<file path="src/rtl/fifo_pkg.sv">
// Shared FIFO definitions: default data/address geometry and the read-scheduler state type.
// Imported by the read scheduler and the other FIFO blocks; holds no logic.
package fifo_pkg;

  localparam int DSIZE_DEF    = 8;
  localparam int ADDRSIZE_DEF = 4;

  typedef enum logic {
    IDLE  = 1'b0,
    BURST = 1'b1
  } rd_state_t;

endpackage

</file>
<file path="src/rtl/fifo_rd_sched_rr_pick.sv">
// Round-robin picker: first set request at or after ptr, wrapping modulo NREQ.
// Purely combinational, zero latency; no flow control of its own.
module rr_pick #(
  parameter int NREQ = 4,
  parameter int IW   = $clog2(NREQ)
) (
  input  logic [NREQ-1:0] req,
  input  logic [IW-1:0]   ptr,
  output logic            found,
  output logic [IW-1:0]   idx
);

  int            j;
  logic [IW-1:0] sel;

  // Scan from the farthest offset down so the nearest set request is the last one written.
  always_comb begin
    found = 1'b0;
    idx   = '0;
    j     = 0;
    sel   = '0;
    for (int k = NREQ - 1; k >= 0; k--) begin
      j = int'(ptr) + k;
      if (j >= NREQ) j = j - NREQ;
      sel = IW'(j);
      if (req[sel]) begin
        found = 1'b1;
        idx   = sel;
      end
    end
  end

endmodule

</file>
<file path="src/rtl/fifo_rd_sched.sv">
// Round-robin FIFO read scheduler: grants one of NREQ readers, pops up to BURST_LEN words per grant (FIFO_RD_SCHED_BURST_EN, else 1).
// rinc is combinational, dout/dvalid follow a pop by 1 cycle; an empty FIFO stalls the burst, a dropped owner request ends it.
module fifo_rd_sched
  import fifo_pkg::*;
#(
  parameter int DSIZE     = DSIZE_DEF,
  parameter int NREQ      = 4,
  parameter int BURST_LEN = 4
) (
  input  logic             rclk,
  input  logic             rrst,
  input  logic [NREQ-1:0]  req,
  input  logic             rempty,
  input  logic [DSIZE-1:0] rdata,
  output logic             rinc,
  output logic [NREQ-1:0]  gnt,
  output logic [DSIZE-1:0] dout,
  output logic [NREQ-1:0]  dvalid,
  output logic             busy
);

  localparam int IW = $clog2(NREQ);
  localparam int CW = $clog2(BURST_LEN) + 1;
`ifdef FIFO_RD_SCHED_BURST_EN
  localparam int BL = BURST_LEN;
`else
  localparam int BL = 1;
`endif
  localparam logic [NREQ-1:0] ONE = NREQ'(1);

  rd_state_t       state_q, state_d;
  logic [IW-1:0]   owner_q, owner_d;
  logic [IW-1:0]   rr_ptr_q, rr_ptr_d;
  logic [CW-1:0]   bcnt_q, bcnt_d;
  logic [NREQ-1:0] gnt_d;
  logic [IW-1:0]   pick_idx;
  logic            pick_found;
  logic            own_req;
  logic            last_pop;

  rr_pick #(
    .NREQ (NREQ),
    .IW   (IW)
  ) u_rr_pick (
    .req   (req),
    .ptr   (rr_ptr_q),
    .found (pick_found),
    .idx   (pick_idx)
  );

  assign own_req  = req[owner_q];
  // Reset gates the strobe so no word leaves the FIFO while state is being cleared.
  assign rinc     = (state_q == BURST) & own_req & ~rempty & ~rrst;
  assign last_pop = rinc & (bcnt_q == CW'(BL - 1));
  assign busy     = (state_q == BURST);

  always_comb begin
    state_d  = state_q;
    owner_d  = owner_q;
    rr_ptr_d = rr_ptr_q;
    bcnt_d   = bcnt_q;
    gnt_d    = gnt;
    case (state_q)
      IDLE: begin
        gnt_d = '0;
        if (pick_found && !rempty) begin
          state_d = BURST;
          owner_d = pick_idx;
          gnt_d   = ONE << pick_idx;
          bcnt_d  = '0;
        end
      end
      BURST: begin
        if (rinc) bcnt_d = bcnt_q + 1'b1;
        if (last_pop || !own_req) begin
          state_d  = IDLE;
          gnt_d    = '0;
          rr_ptr_d = (owner_q == IW'(NREQ - 1)) ? '0 : owner_q + 1'b1;
        end
      end
      default: begin
        state_d = IDLE;
        gnt_d   = '0;
      end
    endcase
  end

  always_ff @(posedge rclk) begin
    if (rrst) begin
      state_q  <= IDLE;
      owner_q  <= '0;
      rr_ptr_q <= '0;
      bcnt_q   <= '0;
      gnt      <= '0;
      dout     <= '0;
      dvalid   <= '0;
    end else begin
      state_q  <= state_d;
      owner_q  <= owner_d;
      rr_ptr_q <= rr_ptr_d;
      bcnt_q   <= bcnt_d;
      gnt      <= gnt_d;
      dvalid   <= rinc ? (ONE << owner_q) : '0;
      if (rinc) dout <= rdata;
    end
  end

endmodule

</file>
<file path="config.mk">
export PLATFORM = sky130hd
export DESIGN_NAME = fifo_rd_sched
export DESIGN_NICKNAME = d
export VERILOG_FILES = /design/src/rtl/fifo_pkg.sv /design/src/rtl/fifo_rd_sched_rr_pick.sv /design/src/rtl/fifo_rd_sched.sv
export SDC_FILE = /design/constraint.sdc
export NUM_CORES = 1
export LEC_CHECK = 0
export BUFFER_PORTS_ARGS = -buffer_cell sky130_fd_sc_hd__buf_2
export CORE_AREA = 3 3 54 56
export DETAILED_ROUTE_END_ITERATION = 8
export DIE_AREA = 0 0 57 59
export PLACE_DENSITY = 0.69
export SYNTH_ARGS = -nofsm -noshare
export SYNTH_HDL_FRONTEND = slang
export SYNTH_SLANG_ARGS = --single-unit
</file>
<file path="constraint.sdc">
create_clock -name rclk -period 1.8 [get_ports rclk]
set_input_delay 0.27 -clock rclk [delete_from_list [all_inputs] [get_ports rclk]]
set_output_delay 0.27 -clock rclk [all_outputs]
set_load 0.03 [all_outputs]
</file>
==> results of run 1 <==
final cells by class:
type / count / area share (%)
repair buffers: 42 / 17.29
clock buffers: 3 / 1.613
clock inverters: 1 / 2.151
well taps: 30 / 2.688
flip-flops and latches: 24 / 34.50
inverters: 3 / 1.344
multi-input cells: 83 / 40.41
cells in the mapped netlist:
| master | number |
|---|---|
| nor2b_1 | 4 |
| and4b_1 | 1 |
| mux2i_1 | 2 |
| nand2_1 | 13 |
| o22ai_1 | 1 |
| o31ai_1 | 1 |
| o21a_1 | 1 |
| and3_1 | 1 |
| or4b_1 | 1 |
| ha_1 | 3 |
| nand3_1 | 4 |
| mux4_2 | 1 |
| xor2_1 | 1 |
| nand2_2 | 8 |
| clkbuf_1 | 2 |
| inv_4 | 1 |
| buf_6 | 1 |
| nor3_1 | 4 |
| dfxtp_1 | 24 |
| a32o_1 | 2 |
| o22a_1 | 1 |
| nand2b_1 | 2 |
| nor2_1 | 7 |
| o221ai_1 | 1 |
| nand3_4 | 1 |
| inv_1 | 2 |
| or3_1 | 1 |
| o41ai_1 | 3 |
| a21boi_2 | 1 |
| nor4_1 | 1 |
| nand4_1 | 1 |
| a21oi_2 | 8 |
| buf_2 | 2 |
| nor3b_1 | 1 |
| buf_12 | 1 |
| or2_2 | 1 |
| a21oi_1 | 6 |
metrics by stage:
stage / setup WS, ps / hold WS (ps) / setup TNS [ps] / cell area (um2)
2_1_floorplan: 179.8 / 396.9 / 0 / 1107
3_3_place_gp: 182.0 / 432.8 / 0 / 1309
3_5_place_dp: 150.2 / 432.6 / 0 / 1309
4_1_cts: -20.69 / 163.9 / -20.69 / 1396
5_1_grt: -61.80 / 150.6 / -61.80 / 1396
6_report: -12.09 / 174.8 / -12.09 / 1396
critical path, stage by stage, from the launching register on:
cell and delay [ps]:
dfxtp_2 370, mux4_2 560, nand3_4 140, inv_8 40, buf_6 130
layer usage:
| metal | up-vias | track usage (%) |
|---|---|---|
| met3 | 6 | 2.614 |
| met5 | - | 0 |
| met1 | 446 | 19.35 |
| li1 | 489 | - |
| met4 | 0 | 6.954 |
| met2 | 25 | 29.53 |
power groups by stage:
| stage | Sequential, mW | Combinational (mW) | Clock [mW] |
|---|---|---|---|
| floorplan | 0.581 | 0.0799 | 0 |
| global placement | 0.567 | 0.141 | 0 |
| detailed placement | 0.569 | 0.146 | 0 |
| CTS | 0.557 | 0.154 | 0.399 |
| global route | 0.560 | 0.170 | 0.425 |
| finish | 0.557 | 0.154 | 0.387 |
kinds of logic after synthesis:
| group | share of synthesized area, % |
|---|---|
| buffers and inverters | 5.651 |
| xor gates and xnor gates | 0.7911 |
| adders and majority gates | 3.390 |
| muxes | 3.842 |
| DFF | 43.39 |
| AOI/OAI and AO/OA | 17.74 |
| and+or+nand+nor | 25.20 |
registers in the layout (all words and copies together) (netlist names):
signal    flops
dout          8
bcnt_q        3
rr_ptr_q      2
dvalid        4
owner_q       2
busy          1
gnt           4
placed cells by master (no fill, tap or decap), types with 2 or more instances in the layout:
master	netlist	final
buf_2	2	31
a21oi_1	6	6
buf_4	0	10
nand3_1	4	4
nand2_2	8	8
a32o_1	2	2
mux2i_1	2	2
clkbuf_4	0	3
nor2_1	7	7
nor3_1	4	4
nand2b_1	2	2
dfxtp_1	24	23
a21oi_2	8	8
inv_1	2	2
o41ai_1	3	3
nand2_1	13	13
nor2b_1	4	4
ha_1	3	3
worst paths after layout:
kind                                start                        to  cells past startpoint
setup / recovery  owner_q[0]$_SDFFE_PP0P_                      rinc                      4
hold / removal                   rdata[1]      dout[1]$_SDFFE_PP0P_                      3
setup reg to reg   bcnt_q[0]$_SDFFE_PP0P_  rr_ptr_q[0]$_SDFFE_PP0P_                      6
hold reg to reg       gnt[0]$_SDFFE_PP0P_       gnt[0]$_SDFFE_PP0P_                      2
timing repair:
action | CTS | global route
buffers inserted | 3 | 0
pin swaps | 1 | 0
setup endpoints to repair | 1 | 1
resized for setup | 5 | 0
==> reports/results.md, run 1 <==
| Quantity | This run |
|---|---|
| Utilization of the core after routing | 56.36% |
| Final total power | 1.098 mW |
| Number of register bits inferred by synthesis | 24 |
| Sequential fraction of the synthesis area | 43.39% |
| Number of unique standard cell types used by synthesis | 37 |
| Total die area | 3363 um2 |
| Area of the core | 2477 um2 |
| Initial core utilization | 44.70% |
| Final Hold Vio Count | 0 |
| Data arrival time of the worst path | 1540 ps |
| Overall global routing resource usage | 16.41% |
| Non-filler cells in the finished layout | 186 |
| Wire length of the first global-routing pass | 4.326 mm |
| Maximum root-to-sink buffer count | 2 |
| CTS root buf | clkbuf_4 |
| Clock Pin Slew Worst Setup and Hold Paths | 130 ps |
| Top area cells in the synthesized netlist | dfxtp_1 43%, a21oi_2 6.3%, nand2_2 4.5% |
| Area delta synth->final | 26.10% |
| Number of max-slew violations in the final report | 0 |
| Netlist area before placement | 1107 um2 |
| Switching power total | 264.7 uW |
| Share of Yosys cell area claimed by the top area cell type | 43.39% |
| Setup repair after global routing missed its margin | yes |
| WL met1 | 1.042 mm |
| Net switching fraction of the power | 24.10% |
| Num Clock Sinks | 24 |
| Final net count | 175 |
| Worst Clk Skew | 2.576 ps |
| Flip-flop and latch area | 481.7 um2 |
| Number of iterations in the first detailed-routing pass | 3 |
| Worst-skew pair later-pin latency | 310 ps |
| Number of top-level pins | 33 |
| Min cycle time layout | 1812 ps |
| Filler Cell Count | 245 |
| Ys Warns | 0 |
| Share of total power in the clock network | 35.3% |
| Core Rows | 18 |
| Number of instances in the synthesized netlist | 116 |
| Headroom to the max-slew limit | 69.41% |
| Leakage dissipation | 0.5967 nW |
| Vias in the first global route | 1000 |
| Average wire length per cell after detail routing | 13.40 um |
| Clock tree from TritonCTS | yes |
| Global route overflow | 0 |
| Via Count | 966 |
| HPWL Detailed | 1.848 mm |
| Type of the worst setup path | reg2out |
| Worst setup EP type | output port |
| Combinational fraction of design power | 14.0% |
| Final Cycle Share | 100.7% |
| Transition time at the pin with the least slew margin | 455.4 ps |
| Area taken by multi-input logic gates | 564.3 um2 |
| Met3 routed wirelength | 129 um |
| Reg-to-reg setup timing slack | 160 ps |
| Maximum level of the CTS H-tree | 1 |
| Final routed wirelength across all metal layers | 2.493 mm |
| Port bufs | 32 |
| Total DRC errors in the routed layout | 0 |
| Class of the tightest hold or removal check | in2reg |
| Total setup violations reported at the end of the flow | 1 |
| Die Width | 57 um |
| Post-synthesis area per instance | 9.546 um2 |
| Antenna violations before repair | 0 |
| Top metal layer carrying routed signals | met4 |
| Sequential cell fraction of total power | 50.7% |
| Maximum VDD drop | 0.4294 mV |
| Slack of the critical path | -12.09 ps |
| CTS Buf Count | 3 |
| DP Cell Count | 179 |
| Fmax | 551.8 MHz |
| Status | finished with violations |
| Number of vias per cell after detailed routing | 5.194 |
| Violated checks | negative setup slack |
| Length of routed met2 wiring | 1.275 mm |
| Ratio of cells with drive above 1 in the final layout | 43.59% |
| Int Power | 833.6 uW |
| Leading area contributor after synthesis | dfxtp_1 |
| Antenna cell count | 0 |
| Syn Nets | 134 |
| Pin count of the biggest net entering global routing | 15 |
| Number of violations reported at the end of detailed-routing iteration 0 | 27 |
| Number of routed nets with antenna violations | 0 |
| Worst Path Max Fanout | 2 |
| CTS Hold Buffers Added | 0 |
| Die Y-Extent | 59 um |
| Power density relative to cell area | 786.6 nW/um2 |
| Max Cap Viol | 0 |
| Crit path required time | 1530 ps |
| Startpoint kind of the worst setup timing path | register |
| Placer Congestion | 0.8855 |
No activity file was read; power rests on OpenSTA's default activity.
==> run 2: changes to the inputs <==
Settings changed: PLACE_DENSITY 0.69 to 0.72.
Clock period 1.8 ns to 1.5 ns, I/O delays scaled along.
==> run 2 against run 1 <==
The flow still finishes with violations (negative setup slack). Wire length up 7.3%. Global-route usage rose by 1.4 points. Flip-flop and latch count is the same. Sequential share of layout area down 3.1 points. Hold slack worse by 53 ps. Clock power rose by 22%.
==> reports/results.md, run 2 (synthesis gave the netlist of run 1 again) <==
| Quantity | This run |
|---|---|
| Power density relative to cell area | 878.6 nW/um2 |
| Fmax | 572.5 MHz |
| Total setup violations reported at the end of the flow | 17 |
| Leakage dissipation | 0.6829 nW |
| Min cycle time layout | 1747 ps |
| Total die area | 3363 um2 |
| Reg with most FFs | dout |
| Worst Clk Skew | 3.405 ps |
| Port bufs | 32 |
| Number of top-level pins | 33 |
| Antenna cell count | 0 |
| Slowest cell on the critical path | mux4_2 |
| Data arrival time of the worst path | 1970 ps |
| Worst path cell trace | mux4_2, buf_4, buf_6, and4b_2, a32o_1 |
| Worst hold path endpoint | dout[1]$_SDFFE_PP0P_ |
| Final Hold Vio Count | 0 |
| Vias in the first global route | 1037 |
| HPWL Detailed | 1.979 mm |
| Slack of the critical path | -246.8 ps |
| Most frequent standard cell in the layout excluding fill and tap cells | buf_2 |
| Core Rows | 18 |
| Die Y-Extent | 59 um |
| Maximum root-to-sink buffer count | 2 |
| Global route overflow | 0 |
| Reg-to-reg startpoint | owner_q[0]$_SDFFE_PP0P_ |
| CTS root buf | clkbuf_4 |
| Crit path required time | 1730 ps |
| Class of the tightest hold or removal check | in2reg |
| Number of routed nets with antenna violations | 0 |
| Final total power | 1.360 mW |
| Num Clock Sinks | 24 |
| Final routed wirelength across all metal layers | 2.676 mm |
| Type of the worst setup path | reg2reg |
| Number of max-slew violations in the final report | 0 |
| CTS Buf Count | 3 |
| Number of iterations in the first detailed-routing pass | 4 |
| Clock tree from TritonCTS | yes |
| Number of cells on the worst hold path | 3 |
| Antenna violations before repair | 0 |
| Reg-to-reg endpoint | gnt[1]$_SDFFE_PP0P_ |
| Violated checks | negative setup slack |
| Number of cells on the worst reg-to-reg path | 5 |
| Family of cells with the greatest summed delay on the critical path | multiplexers |
| Total DRC errors in the routed layout | 0 |
| Worst-skew pair later-pin latency | 320 ps |
| Wire length of the first global-routing pass | 4.740 mm |
| Area delta synth->final | 39.77% |
| Headroom to the max-slew limit | 79.33% |
| Ratio of cells with drive above 1 in the final layout | 51.74% |
| Setup repair after global routing missed its margin | yes |
| Final net count | 191 |
| Largest register FFs | 8 |
| Initial core utilization | 44.70% |
| Number of violations reported at the end of detailed-routing iteration 0 | 44 |
| Status | finished with violations |
| Final Cycle Share | 116.5% |
| Worst Path Max Fanout | 4 |
| Startpoint kind of the worst setup timing path | register |
| Clock Pin Slew Worst Setup and Hold Paths | 140 ps |
| Via Count | 1050 |
| Die Width | 57 um |
| Average wire length per cell after detail routing | 13.25 um |
| Transition time at the pin with the least slew margin | 307.3 ps |
| Pre-CTS setup slack | -67.47 ps |
| Overall global routing resource usage | 17.78% |
| Hold WS | 121.9 ps |
| Utilization of the core after routing | 62.47% |
| Max Cap Viol | 0 |
| Leading cell types in the layout, fill and taps excluded | 31 x buf_2, 22 x dfxtp_1, 22 x buf_4 |
| Number of vias per cell after detailed routing | 5.198 |
| Pin count of the biggest net entering global routing | 21 |
| Filler Cell Count | 229 |
| Bufs and invs on worst path | 2 |
| Maximum VDD drop | 0.6168 mV |
| Placer Congestion | 0.8781 |
| Area of the core | 2477 um2 |
| Reg-to-reg setup timing slack | -250 ps |
| Largest registers in the final layout | dout x8, dvalid x4, gnt x4 |
| Worst setup EP type | register |
| Critical path's largest stage delay | 540 ps |
| Worst hold path startpoint | rdata[1] |
| Maximum level of the CTS H-tree | 1 |
## run 2: changes by cell type in the layout (fill, tap and decap cells not counted), sizes merged
cell,before,now
buf,42,58
## run 2: per-layer routing
layer	vias up	GRT usage (%)	routed length [um]
met4	0	6.954	17
li1	522	-	-
met3	2	3.268	144
met2	33	30.51	1345
met5	-	0	0
met1	493	22.19	1167
## run 2: through the flow
| stage | setup TNS [ps] | instance area, um2 | std cells |
|---|---|---|---|
| 2_1_floorplan | 0 | 1119 | 116 |
| 3_3_place_gp | -36.58 | 1423 | 193 |
| 3_5_place_dp | -236.3 | 1423 | 193 |
| 4_1_cts | -1293 | 1523 | 201 |
| 5_1_grt | -3047 | 1548 | 202 |
| 6_report | -1928 | 1548 | 202 |
## run 2: worst min-delay path, cell delays in order
cell and delay [ps]:
buf_2 100, nand2_2 50, a21oi_2 40
## run 2: repair_timing
item	in CTS	in global routing
hold buffers	0	0
endpoints found under the setup margin	17	20
pin swaps	1	3
setup buffers	3	2
cloned	1	0
resized for setup	6	5
## run 2: worst max-delay path by stage
stage                                  startpoint                  endpoint  depth (start not counted)
after floorplan           owner_q[0]$_SDFFE_PP0P_  rr_ptr_q[0]$_SDFFE_PP0P_                          4
after detailed placement   bcnt_q[0]$_SDFFE_PP0P_       gnt[1]$_SDFFE_PP0P_                          5
after CTS                 owner_q[0]$_SDFFE_PP0P_                      rinc                          4
final                     owner_q[0]$_SDFFE_PP0P_       gnt[1]$_SDFFE_PP0P_                          5
after global routing      owner_q[0]$_SDFFE_PP0P_                      rinc                          4
after global placement     bcnt_q[0]$_SDFFE_PP0P_       gnt[1]$_SDFFE_PP0P_                          5
## run 2: area by class of cell
class	instances	area, um2	share of cell area (%)
Timing Repair Buffer	58	376.6	24.33
Tap cell	30	37.54	2.425
Multi-Input combinational cell	83	581.8	37.59
Inverter	3	13.76	0.8893
Clock buffer	3	22.52	1.455
Sequential cell	24	485.5	31.37
Clock inverter	1	30.03	1.940
## run 2: power by group
part	switching (mW)	total [mW]	internal [mW]	leakage (nW)
Combinational	0.121	0.225	0.103	0.460
Sequential	0.0106	0.664	0.653	0.195
Clock	0.201	0.472	0.270	0.0279
==> run 3: changes to the inputs <==
Settings changed: CORE_AREA 3 3 54 56 to 3 3 62 49, DIE_AREA 0 0 57 59 to 0 0 65 52, SLEW_MARGIN set to 20.
==> run 3 against run 2 <==
The flow still finishes with violations (negative setup slack). Hold slack improved by 3.3 ps. Wire length increased by 17%. Critical path type is now reg2out. Via count increased by 1.8%. Highest routed layer unchanged. Clock skew increased by 1.9 ps. First-iteration DRC count unchanged. Flip-flop and latch count unchanged. Sequential power about the same. Setup slack got worse by 23 ps.
==> reports/results.md, run 3 (synthesis gave the netlist of run 1 again) <==
| Quantity | This run |
|---|---|
| Slowest cell on the critical path | mux4_2 |
| Number of max-slew violations in the final report | 0 |
| Clock tree from TritonCTS | yes |
| Worst setup EP type | output port |
| Crit path required time | 1270 ps |
| Maximum root-to-sink buffer count | 2 |
| Clock Pin Slew Worst Setup and Hold Paths | 140 ps |
| Min cycle time layout | 1770 ps |
| Post-Route Setup TNS | -3449 ps |
| Reg with most FFs | dout |
| Total die area | 3380 um2 |
| Max Cap Viol | 0 |
| Wire length of the first global-routing pass | 4.609 mm |
| Hold WS | 125.2 ps |
| Area of the core | 2542 um2 |
| Final routed wirelength across all metal layers | 3.125 mm |
| Area delta synth->final | 41.47% |
| Worst Clk Skew | 5.268 ps |
| Number of vias per cell after detailed routing | 5.240 |
| Maximum VDD drop | 0.4295 mV |
| Pre-CTS setup slack | -62.16 ps |
| DP Cell Count | 195 |
| Setup repair after global routing missed its margin | yes |
| Total setup violations reported at the end of the flow | 20 |
| Maximum level of the CTS H-tree | 1 |
| Non-filler cells in the finished layout | 204 |
| CTS Hold Buffers Added | 0 |
| Final net count | 187 |
| Number of top-level pins | 33 |
| Worst-skew pair later-pin latency | 330 ps |
| Power density relative to cell area | 802.1 nW/um2 |
| Core Rows | 16 |
| Data arrival time of the worst path | 1540 ps |
| CTS root buf | clkbuf_4 |
| Startpoint kind of the worst setup timing path | register |
| Placement Cell Area | 1400 um2 |
| Class of the tightest hold or removal check | in2reg |
| Final Cycle Share | 118.0% |
| HPWL Detailed | 2.003 mm |
| Antenna violations before repair | 0 |
| Transition time at the pin with the least slew margin | 354.7 ps |
| Most frequent standard cell in the layout excluding fill and tap cells | buf_2 |
| Num Clock Sinks | 24 |
| Type of the worst setup path | reg2out |
| Utilization of the core after routing | 61.61% |
| Worst path cell trace | mux4_2, nand3_4, inv_4, buf_6 |
| Final Hold Vio Count | 0 |
| Antenna cell count | 0 |
| Headroom to the max-slew limit | 76.17% |
| Ratio of cells with drive above 1 in the final layout | 53.57% |
| Port bufs | 32 |
| Leading cell types in the layout, fill and taps excluded | 31 x buf_2, 22 x dfxtp_1, 16 x buf_4 |
| Critical path's largest stage delay | 550 ps |
| Final total power | 1.257 mW |
| Design Area, Final | 1567 um2 |
| Vias in the first global route | 1007 |
| Largest registers in the final layout | dout x8, dvalid x4, gnt x4 |
| Initial core utilization | 43.55% |
| Fmax | 565.0 MHz |
| CTS Buf Count | 3 |
| Worst Path Max Fanout | 2 |
| Average wire length per cell after detail routing | 15.32 um |
| Via Count | 1069 |
| Overall global routing resource usage | 17.89% |
| Total DRC errors in the routed layout | 0 |
| Largest register FFs | 8 |
| Filler Cell Count | 210 |
| Die Width | 65 um |
| Pin count of the biggest net entering global routing | 21 |
| Placer Congestion | 0.7781 |
| Violated checks | negative setup slack |
| Die Y-Extent | 52 um |
| Leakage dissipation | 0.6918 nW |
| Slack of the critical path | -270.0 ps |
| Number of routed nets with antenna violations | 0 |
| Status | finished with violations |
| Number of iterations in the first detailed-routing pass | 4 |
| Global route overflow | 0 |
| Number of violations reported at the end of detailed-routing iteration 0 | 44 |
==> run 3: layer usage <==
metal / up-vias / part of all wire, % / track usage [%]
met5: - / 0 / 0
met4: 0 / 1.5 / 7.368
met3: 7 / 6.5 / 4.536
li1: 515 / - / -
met1: 508 / 44 / 22.40
met2: 39 / 48 / 29.37
==> run 3: path summary, 6_finish.rpt <==
check | from | to | slack (ps) | cells past startpoint
worst min-delay path | rdata[7] | dout[7]$_SDFFE_PP0P_ | 130 | 3
worst min register to register | dout[6]$_SDFFE_PP0P_ | dout[6]$_SDFFE_PP0P_ | 480 | 2
worst max register to register | owner_q[0]$_SDFFE_PP0P_ | gnt[3]$_SDFFE_PP0P_ | -270 | 5
worst max-delay path | owner_q[0]$_SDFFE_PP0P_ | rinc | -270 | 4
==> run 3: area by class of cell <==
| cell class | instances | area, um2 | share of cell area (%) |
|---|---|---|---|
| clock buffers | 4 | 36.28 | 2.316 |
| inverters | 3 | 13.76 | 0.8786 |
| multi-input cells | 83 | 624.3 | 39.86 |
| flip-flops and latches | 24 | 485.5 | 30.99 |
| well taps | 36 | 45.04 | 2.875 |
| repair buffers | 54 | 361.6 | 23.08 |
==> run 3: power breakdown <==
group          total (mW)  switching [mW]  internal [mW]
clock               0.359           0.210          0.149
combinational       0.234           0.134          0.100
sequential          0.664          0.0110          0.653
total                1.26           0.354          0.902
==> run 3: critical path, delay by kind of cell (launching register included) <==
kind / cells / cell delay [ps]
simple gates: 1 / 110
mux: 1 / 550
flops: 1 / 380
buf+inv: 2 / 180
==> run 3: repair_timing <==
item / CTS / global route
setup endpoints to repair: 15 / 20
pin swaps: 3 / 8
gates resized for setup: 6 / 17
setup buffers: 4 / 1
